**src/rtl/mips_mc_control_pkg.sv**
```systemverilog
// mips_ctrl_pkg: opcode/funct encodings, ALU codes, FSM states and decode bundle for mips_mc_control
package mips_ctrl_pkg;
  localparam logic [5:0] OP_RTYPE = 6'b000000;
  localparam logic [5:0] OP_LW    = 6'b100011;
  localparam logic [5:0] OP_SW    = 6'b101011;
  localparam logic [5:0] OP_ADDI  = 6'b001000;
  localparam logic [5:0] OP_BEQ   = 6'b000100;
  localparam logic [5:0] FN_ADD   = 6'b100000;
  localparam logic [5:0] FN_SUB   = 6'b100010;
  localparam logic [5:0] FN_AND   = 6'b100100;
  localparam logic [5:0] FN_OR    = 6'b100101;
  localparam logic [5:0] FN_SLT   = 6'b101010;
  localparam logic [2:0] ALU_AND  = 3'b000;
  localparam logic [2:0] ALU_OR   = 3'b001;
  localparam logic [2:0] ALU_ADD  = 3'b101;
  localparam logic [2:0] ALU_SUB  = 3'b110;
  localparam logic [2:0] ALU_SLT  = 3'b111;
  typedef enum logic [2:0] {S_IDLE, S_DECODE, S_EXEC, S_MEM, S_WB} state_t;
  typedef enum logic [2:0] {C_RTYPE, C_ADDI, C_LW, C_SW, C_BEQ, C_ILL} cls_t;
  typedef struct packed {
    logic       reg_dst;
    logic       alu_src;
    logic [2:0] alu_ctrl;
    logic       mem_to_reg;
  } ctrl_t;
endpackage

```
**src/rtl/mips_mc_control_if.sv**
```systemverilog
// mips_mc_control_if: fetch/datapath <-> control unit bundle; carries illegal when MC_ILLEGAL_TRAP_EN is defined
interface mips_mc_control_if;
  logic        inst_valid;
  logic        inst_ready;
  logic [31:0] Inst;
  logic        mem_ready;
  logic        zero;
  logic        RegDst;
  logic        RegWrite;
  logic        ALUSrc;
  logic [2:0]  ALUctrl;
  logic        MemWrite;
  logic        MemRead;
  logic        MemToReg;
  logic        branch_taken;
  logic        instr_done;
  logic        mem_abort;
`ifdef MC_ILLEGAL_TRAP_EN
  logic        illegal;
`endif
  modport slave (
    input  inst_valid, Inst, mem_ready, zero,
`ifdef MC_ILLEGAL_TRAP_EN
    output illegal,
`endif
    output inst_ready, RegDst, RegWrite, ALUSrc, ALUctrl, MemWrite, MemRead, MemToReg,
    output branch_taken, instr_done, mem_abort
  );
  modport master (
    output inst_valid, Inst, mem_ready, zero,
`ifdef MC_ILLEGAL_TRAP_EN
    input  illegal,
`endif
    input  inst_ready, RegDst, RegWrite, ALUSrc, ALUctrl, MemWrite, MemRead, MemToReg,
    input  branch_taken, instr_done, mem_abort
  );
endinterface

```
**src/rtl/mips_mc_control_decode.sv**
```systemverilog
// mips_mc_decode: combinational opcode/funct decode into static controls, instruction class and illegal flag
module mips_mc_decode
  import mips_ctrl_pkg::*;
(
  input  logic [5:0] op,
  input  logic [5:0] fn,
  output ctrl_t      ctrl,
  output cls_t       cls,
  output logic       illegal
);
  logic [2:0] r_alu;
  logic       r_ok;
  // classify the instruction and derive the controls held for its lifetime
  always_comb begin
    r_alu = fn == FN_ADD ? ALU_ADD : fn == FN_SUB ? ALU_SUB : fn == FN_AND ? ALU_AND :
            fn == FN_OR ? ALU_OR : ALU_SLT;
    r_ok = fn inside {FN_ADD, FN_SUB, FN_AND, FN_OR, FN_SLT};
    cls = op == OP_RTYPE ? (r_ok ? C_RTYPE : C_ILL) : op == OP_LW ? C_LW : op == OP_SW ? C_SW :
          op == OP_ADDI ? C_ADDI : op == OP_BEQ ? C_BEQ : C_ILL;
    illegal = cls == C_ILL;
    ctrl.reg_dst = cls == C_RTYPE;
    ctrl.alu_src = cls inside {C_LW, C_SW, C_ADDI};
    ctrl.alu_ctrl = cls == C_RTYPE ? r_alu : cls == C_BEQ ? ALU_SUB : ALU_ADD;
    ctrl.mem_to_reg = cls == C_LW;
  end
endmodule

```
**src/rtl/mips_mc_control.sv**
```systemverilog
// mips_mc_control: multicycle MIPS control FSM (IDLE/DECODE/EXEC/MEM/WB); MC_ILLEGAL_TRAP_EN halts on illegal instructions
module mips_mc_control
  import mips_ctrl_pkg::*;
#(
  parameter int MEM_TIMEOUT = 16
) (
  input logic              clk,
  input logic              rst,
  mips_mc_control_if.slave bus
);
  localparam int CW = $clog2(MEM_TIMEOUT + 2);
`ifdef MC_ILLEGAL_TRAP_EN
  localparam bit TRAP = 1'b1;
`else
  localparam bit TRAP = 1'b0;
`endif
  state_t          state_q, state_d;
  logic [31:0]     ir_q, ir_d;
  cls_t            cls_q, cls_d, dec_cls;
  ctrl_t           ctrl_q, ctrl_d, dec_ctrl;
  logic            dec_ill;
  logic [CW-1:0]   cnt_q, cnt_d;
  logic            abort_q, abort_d, halt_q, halt_d;
  logic            accept, timeout;
  mips_mc_decode u_dec (
    .op     (ir_d[31:26]),
    .fn     (ir_d[5:0]),
    .ctrl   (dec_ctrl),
    .cls    (dec_cls),
    .illegal(dec_ill)
  );
  // next-state, IR capture and MEM wait counting; controls latch on accept and clear on return to IDLE
  always_comb begin
    accept = bus.inst_valid && bus.inst_ready;
    ir_d = accept ? bus.Inst : ir_q;
    timeout = MEM_TIMEOUT != 0 && !bus.mem_ready && cnt_q == CW'(MEM_TIMEOUT - 1);
    state_d = state_q;
    cls_d = cls_q;
    ctrl_d = ctrl_q;
    cnt_d = '0;
    abort_d = 1'b0;
    halt_d = halt_q;
    case (state_q)
      S_IDLE: begin
        state_d = accept ? S_DECODE : S_IDLE;
        cls_d = accept ? dec_cls : cls_q;
        ctrl_d = accept ? (dec_ill ? ctrl_t'(0) : dec_ctrl) : ctrl_q;
      end
      S_DECODE: state_d = S_EXEC;
      S_EXEC: begin
        state_d = cls_q inside {C_LW, C_SW} ? S_MEM : cls_q inside {C_RTYPE, C_ADDI} ? S_WB : S_IDLE;
        halt_d = halt_q || (TRAP && cls_q == C_ILL);
      end
      S_MEM: begin
        state_d = bus.mem_ready ? (cls_q == C_LW ? S_WB : S_IDLE) : timeout ? S_IDLE : S_MEM;
        abort_d = timeout;
        cnt_d = cnt_q + 1'b1;
      end
      S_WB: state_d = S_IDLE;
      default: state_d = S_IDLE;
    endcase
    ctrl_d = state_d == S_IDLE ? ctrl_t'(0) : ctrl_d;
  end
  // state register with synchronous reset
  always_ff @(posedge clk) begin
    if (rst) begin
      state_q <= S_IDLE;
      ir_q <= '0;
      cls_q <= C_RTYPE;
      ctrl_q <= '0;
      cnt_q <= '0;
      abort_q <= 1'b0;
      halt_q <= 1'b0;
    end else begin
      state_q <= state_d;
      ir_q <= ir_d;
      cls_q <= cls_d;
      ctrl_q <= ctrl_d;
      cnt_q <= cnt_d;
      abort_q <= abort_d;
      halt_q <= halt_d;
    end
  end
  assign bus.inst_ready = state_q == S_IDLE && !halt_q;
  assign bus.RegDst = ctrl_q.reg_dst;
  assign bus.ALUSrc = ctrl_q.alu_src;
  assign bus.ALUctrl = ctrl_q.alu_ctrl;
  assign bus.MemToReg = ctrl_q.mem_to_reg;
  assign bus.RegWrite = state_q == S_WB;
  assign bus.MemRead = state_q == S_MEM && cls_q == C_LW;
  assign bus.MemWrite = state_q == S_MEM && cls_q == C_SW;
  assign bus.branch_taken = state_q == S_EXEC && cls_q == C_BEQ && bus.zero;
  assign bus.instr_done = state_q == S_WB || (state_q == S_EXEC && cls_q inside {C_BEQ, C_ILL}) ||
                          (state_q == S_MEM && cls_q == C_SW && bus.mem_ready);
  assign bus.mem_abort = abort_q;
`ifdef MC_ILLEGAL_TRAP_EN
  assign bus.illegal = halt_q;
`endif
endmodule

```
**src/flat_wrapper.sv**
```systemverilog
// flat-port wrapper written by rule: the top's interface ports become plain ports
module mips_mc_control_flat import mips_ctrl_pkg::*;
#(
  parameter int MEM_TIMEOUT = 16
)
  (clk, rst, bus_inst_valid, bus_Inst, bus_mem_ready, bus_zero, bus_inst_ready, bus_RegDst, bus_RegWrite, bus_ALUSrc, bus_ALUctrl, bus_MemWrite, bus_MemRead, bus_MemToReg, bus_branch_taken, bus_instr_done, bus_mem_abort);
  mips_mc_control_if bus_i ();
  input logic clk;
  input logic rst;
  input wire logic [$bits(bus_i.inst_valid)-1:0] bus_inst_valid;
  input wire logic [$bits(bus_i.Inst)-1:0] bus_Inst;
  input wire logic [$bits(bus_i.mem_ready)-1:0] bus_mem_ready;
  input wire logic [$bits(bus_i.zero)-1:0] bus_zero;
  output wire logic [$bits(bus_i.inst_ready)-1:0] bus_inst_ready;
  output wire logic [$bits(bus_i.RegDst)-1:0] bus_RegDst;
  output wire logic [$bits(bus_i.RegWrite)-1:0] bus_RegWrite;
  output wire logic [$bits(bus_i.ALUSrc)-1:0] bus_ALUSrc;
  output wire logic [$bits(bus_i.ALUctrl)-1:0] bus_ALUctrl;
  output wire logic [$bits(bus_i.MemWrite)-1:0] bus_MemWrite;
  output wire logic [$bits(bus_i.MemRead)-1:0] bus_MemRead;
  output wire logic [$bits(bus_i.MemToReg)-1:0] bus_MemToReg;
  output wire logic [$bits(bus_i.branch_taken)-1:0] bus_branch_taken;
  output wire logic [$bits(bus_i.instr_done)-1:0] bus_instr_done;
  output wire logic [$bits(bus_i.mem_abort)-1:0] bus_mem_abort;
  assign bus_i.inst_valid = bus_inst_valid;
  assign bus_i.Inst = bus_Inst;
  assign bus_i.mem_ready = bus_mem_ready;
  assign bus_i.zero = bus_zero;
  assign bus_inst_ready = bus_i.inst_ready;
  assign bus_RegDst = bus_i.RegDst;
  assign bus_RegWrite = bus_i.RegWrite;
  assign bus_ALUSrc = bus_i.ALUSrc;
  assign bus_ALUctrl = bus_i.ALUctrl;
  assign bus_MemWrite = bus_i.MemWrite;
  assign bus_MemRead = bus_i.MemRead;
  assign bus_MemToReg = bus_i.MemToReg;
  assign bus_branch_taken = bus_i.branch_taken;
  assign bus_instr_done = bus_i.instr_done;
  assign bus_mem_abort = bus_i.mem_abort;
  mips_mc_control #(.MEM_TIMEOUT(MEM_TIMEOUT)) u_core (.clk(clk), .rst(rst), .bus(bus_i));
endmodule
```
**config.mk**
```make
export PLATFORM = sky130hd
export DESIGN_NAME = mips_mc_control_flat
export DESIGN_NICKNAME = d
export VERILOG_FILES = /design/src/rtl/mips_mc_control_pkg.sv /design/src/rtl/mips_mc_control_if.sv /design/src/rtl/mips_mc_control_decode.sv /design/src/rtl/mips_mc_control.sv /design/src/flat_wrapper.sv
export SDC_FILE = /design/constraint.sdc
export NUM_CORES = 1
export LEC_CHECK = 0
export BUFFER_PORTS_ARGS = -buffer_cell sky130_fd_sc_hd__buf_2
export CELL_PAD_IN_SITES_DETAIL_PLACEMENT = 0
export CELL_PAD_IN_SITES_GLOBAL_PLACEMENT = 2
export CORE_MARGIN = 2
export CORE_UTILIZATION = 30
export DETAILED_ROUTE_END_ITERATION = 6
export PLACE_DENSITY_LB_ADDON = 0.1
export SYNTH_ARGS = -nofsm -noshare
export SYNTH_HDL_FRONTEND = slang
export SYNTH_SLANG_ARGS = --single-unit
```
**constraint.sdc**
```tcl
create_clock -name clk -period 3.8 [get_ports clk]
set_clock_uncertainty 0.2 [all_clocks]
set_input_delay 0.57 -clock clk [delete_from_list [all_inputs] [get_ports clk]]
set_output_delay 0.57 -clock clk [all_outputs]
set_load 0.02 [all_outputs]
```
## Word-level counts from Yosys, hierarchy flattened

Cells that the tools add are included.

- Output and inout bits: 13
- Bits in registers: 50
- Bits of input ports: 37
- Logic and storage cells: 81

- Bitwise gates (word level): 1
- Reductions and logical operators: 24
- Add/subtract/negate cells: 1
- Multiplexer cells: 21
- Equal/unequal tests: 24

Operators with widths:

| kind | number |
|---|---|
| $eq 6x6->1 const B | 7 |
| $mux 3 | 14 |
| $mux 32 | 1 |
| $eq 3x2->1 const B | 6 |
| $eq 3x3->1 const B | 5 |
| $logic_not 3->1 | 4 |
| $pmux 3 s4 | 1 |
| $eq 3x1->1 const B | 3 |
| $logic_and 1x1->1 | 8 |
| $eq 6x3->1 const B | 1 |
| $eq 6x4->1 const B | 1 |
| $logic_not 6->1 | 1 |
| $mux 6 | 1 |
| $reduce_bool 2->1 | 3 |
| $add 5x1->5 const B | 1 |
| $eq 5x4->1 const B | 1 |
| $reduce_bool 5->1 | 1 |
| $mux 2 | 2 |
| $reduce_or 2->1 | 2 |
| $reduce_bool 3->1 | 1 |
| $logic_or 1x1->1 | 2 |
| $mux 1 | 2 |
| $reduce_and 2->1 | 1 |
| $logic_not 1->1 | 1 |
| $not 1->1 | 1 |

## Logic depth before layout (Yosys ltp)

- Word-level depth: 13
- Mapped depth: 8
- Gate-level depth less buffers: 8

## Cells and area by module

A second synthesis with hierarchy kept.

- Cell total of the unflattened synthesis: 161
- Area total of the unflattened synthesis: 1,610.3 µm²

By module, submodules not included:

| module | area each (µm²) | times used | sequential area each (µm²) | cells an instance |
|---|---|---|---|---|
| mips_mc_control | 1,413.9 | 1 | 600.6 | 131 |
| mips_mc_decode | 196.4 | 1 | 0.0 | 30 |

## Worst setup path before layout

OpenSTA, ideal clock, no wires.

- Path type: register to output
- Start point: register u_core.state_q[0]
- End point: output bus_instr_done
- Data arrival time: 1.819 ns
- Cell stages (with the launch flop): 5
- Required time: 3.030 ns
- Slack: 1.211 ns
- Buffers on the path: 1
- Cell sequence: dfxtp_1 clkbuf_1 nand2_1 nor4_1 o2bb2ai_1

- Word-level cells in the longest chain between the ends: 4
- Elaborated cells between the ends (all ways): 8
- Classes of those cells: eq/ne (3); reduce/logical (5)

Ends and longest elaborated chain:

| element | RTL line | source |
|---|---|---|
| from (decl) | mips_mc_control.sv:17 | `state_t state_q, state_d;` |
| from (signal assigned) | mips_mc_control.sv:75 | `state_q <= state_d;` |
| $eq 3x2->1 | - |  |
| $logic_and 1x1->1 | - |  |
| named net bus_MemWrite | flat_wrapper.sv:19 | `output wire logic [$bits(bus_i.MemWrite)-1:0] bus_MemWrite;` |
| $logic_and 1x1->1 | mips_mc_control.sv:94 | `(state_q == S_MEM && cls_q == C_SW && bus.mem_ready);` |
| $logic_or 1x1->1 | mips_mc_control.sv:93 | `assign bus.instr_done = state_q == S_WB \|\| (state_q == S_EXEC && cls_q inside {C_BEQ, C_ILL}) \|\|` |
| to (decl) | flat_wrapper.sv:23 | `output wire logic [$bits(bus_i.instr_done)-1:0] bus_instr_done;` |

The timed path passes the listed nets, and every way through them passes these cells.

## Worst setup path after layout

- Start point: register u_core.state_q[0]
- End point: output bus_instr_done

- Word-level cells in the longest chain between the ends: 4
- Elaborated cells between the ends (all ways): 8
- Classes of those cells: eq/ne (3); reduce/logical (5)

Ends and longest elaborated chain:

| element | RTL line |
|---|---|
| $eq 3x2->1, on equally long branches | mips_mc_control.sv:93, mips_mc_control.sv:94 |
| $logic_and 1x1->1, on equally long branches | mips_mc_control.sv:93, mips_mc_control.sv:94 |
| $logic_or 1x1->1 or $logic_and 1x1->1 (tied branches) | mips_mc_control.sv:93, mips_mc_control.sv:94 |
| $logic_or 1x1->1 (*) | mips_mc_control.sv:93 |

Every way passes the cells marked *; elsewhere a longest branch is shown, timed or not.

==> key figures <==
Power
  • Cell Pwr Density: 447 mW/mm^2
  • Leakage: 0.000762 uW
  • Peak supply drop: 206 uV

Critical path
  • Crit Path Class: flip-flop to output pin
  • Critical path fanouts, max: 15
  • Startpoint types: flip-flop
  • Critical Path RT: 3030 ps
  • Worst path arrival time: 1670 ps
  • Crit path capture type: output pin

Logic synthesis
  • Largest family of logic cells by synthesized area: simple AND/OR/NAND/NOR gates
  • Synth Instances: 206
  • Mapped Nets: 245
  • Syn avg cell area: 7.79 um^2
  • Total number of yosys warnings: 0
  • Most frequent cell after synthesis: nand2_1
  • Most common flop cell mapped by yosys: dfxtp_1
  • Synth cell count leaders: nand2_1 (34), dfxtp_1 (30), nor2_1 (22)
  • Post-synthesis cell type count: 47
  • Synth top area cells: dfxtp_1 (37%), nand2_1 (8.0%), a21oi_1 (5.6%)
  • Yosys top cell area share: 37.4%
  • Post-synth EDFFs: 0
  • Post-synthesis sequential area ratio: 37.4%
  • FF+latch count, synth: 30
  • Mapped cell area: 0.00160 mm^2
  • Synth area leader: dfxtp_1
  • Simple-gate area share of the yosys netlist: 34.5%
  • Async set or reset register ratio after synthesis: 0%
  • XOR/XNOR share of the synthesized area: 1.64%
  • Complex-gate fraction of the synthesized area: 18.1%
  • Post-synthesis adder-cell area fraction: 1.56%
  • Multiplexer area fraction after synthesis: 0.624%

Run
  • MaxCap Viol Count: 0

Cells and area
  • Nets: 270
  • Layout Cells excl Fill: 302
  • Share of layout cells above drive strength 1: 18.5%
  • FF/Latch Area: 601 um^2
  • Final core occ: 37.4%
  • Diode count: 0
  • Final instance area: 0.00192 mm^2
  • Area Growth Syn to Fin: 19.7%
  • Multi-input gate area: 911 um^2
  • Fillcell total: 591

Placed design
  • Global placement routability congestion: 0.796
  • DP Area: 0.00178 mm^2
  • Placed insts: 294
  • IO buf count: 29
  • Hpwl dp: 3.11 mm

Clock network
  • CTS H-tree lvls: 2
  • TritonCTS Buffers: 5
  • Post_cts resized: 0
  • CTS max path bufs: 2
  • Root buf cell: clkbuf_8
  • Clk slew on worst S/H paths: 70 ps
  • Worst skew pair latency: 280 ps
  • Hold-fix buffers, CTS: 0
  • Setup bufs post-CTS: 0
  • CTS tree: built
  • Clk sinks: 30

STA
  • Endpoints failing hold: 0
  • Max Fclk: 0.410 GHz
  • Unrepaired setup endpoints after global routing: no
  • Min Hold Slack: 255 ps
  • Rel. slew slack: 61.8%
  • Setup TNS: 0 ps
  • Least-Margin Pin Slew: 567 ps
  • Min Tclk post-route: 2440 ps
  • Final number of max-transition violations: 0
  • Final worst path period share: 64.2%
  • Setup Viol. Count Final: 0

Route
  • Pre-antenna DRT Iters: 5
  • Vias: 1525
  • # DRC: 0
  • DR iter-0 viols: 46
  • Total Wirelength: 4.22 mm
  • WL per Instance: 14.0 um
  • Remaining antenna violation count: 0
  • Vias per Instance: 5.05

Hold path
  • Hold Path Class: flip-flop to flip-flop

Outcome
  • Status: complete, no violations

Floorplanning
  • CORE AREA: 0.00514 mm^2
  • Initial core utilization: 31.2%
  • Die area: 0.00595 mm^2
  • # IOs: 50
  • Chip height: 77.1 um
  • Die W: 77.1 um
  • Rows: 26

Global route
  • First-pass GRT wire length: 7.06 mm
  • Initial antenna violation count: 0
  • Number of global-route vias before repair: 1498
  • Grt total ovfl: 0
  • Total GRT Usage: 14.8%
  • Pin count of the biggest net entering global routing: 34
==> cells in the final DEF (no fill, tap or decap), types with 3 or more instances in the layout <==
cell	n
a21oi_1	18
and2_1	3
and3_1	5
and4b_1	3
buf_2	29
clkbuf_8	6
dfxtp_1	30
inv_1	7
nand2_1	34
nand2b_1	4
nand3_1	4
nor2_1	22
nor3_1	9
nor3b_1	4
nor4_1	4
o211ai_1	4
o21ai_0	4
or3_1	3
==> per-stage QoR <==
stage / power, uW / worst slack (ps)
floorplan: 428 / 1210
global placement: 460 / 1360
detailed placement: 462 / 1350
CTS: 870 / 1350
global route: 902 / 1160
finish: 858 / 1360
==> per-layer routing <==
layer  vias up  share of wire (%)  GRT usage, %  routed length [um]
li1        786                  -             -                   -
met1       705                 45          17.0                1890
met2        32                 50          25.4                2110
met3         2                4.6          4.71                 194
met4         0               0.57          5.54                  24
met5         -                  0             0                   0
==> critical path: stages (launching register included) <==
cell and delay, ps:
dfxtp_1 620, nand2_1 130, nor4_1 310, o2bb2ai_1 150
buf_2 180
==> state kept, by name (all words and copies together), names as in the netlist <==
signal and cells:
u_core.ir_q 12, u_core.bus.ALUctrl 3, u_core.bus.ALUSrc 1, u_core.state_q 3
u_core.cnt_q 5, u_core.cls_q 3, u_core.bus.mem_abort 1, u_core.bus.MemToReg 1
u_core.bus.RegDst 1
==> logic make-up (layout without fill, tap and decap cells) <==
family,count (synthesis),in the layout
simple gates,106,106
compound gates,45,45
flops,30,30
buf+inv,19,45
xor+xnor,3,3
fa+ha+maj,2,2
mux,1,1
==> power breakdown <==
group	switching, uW	leakage [uW]	internal, uW
Combinational	68.4	0.000446	41.5
Sequential	15.5	0.000245	328
Clock	125	0.0000714	280
==> area by class of cell <==
class,instances,share of cell area (%)
Clock buffer,6,4.30
Timing Repair Buffer,30,7.95
Inverter,7,1.37
Clock inverter,2,3.13
Sequential cell,30,31.3
Multi-Input combinational cell,157,47.4
Tap cell,70,4.56
==> path summary, 6_finish.rpt <==
| path | startpoint | endpoint | slack [ps] | cells past startpoint |
|---|---|---|---|---|
| max | u_core.state_q[0] | bus_instr_done | 1360 | 4 |
| min | u_core.ir_q[29] | u_core.ir_q[29] | 260 | 2 |
| max reg2reg | u_core.state_q[0] | u_core.cls_q[2] | 1470 | 4 |
| min reg2reg | u_core.ir_q[29] | u_core.ir_q[29] | 260 | 2 |
No activity file was read; power rests on OpenSTA's default activity.
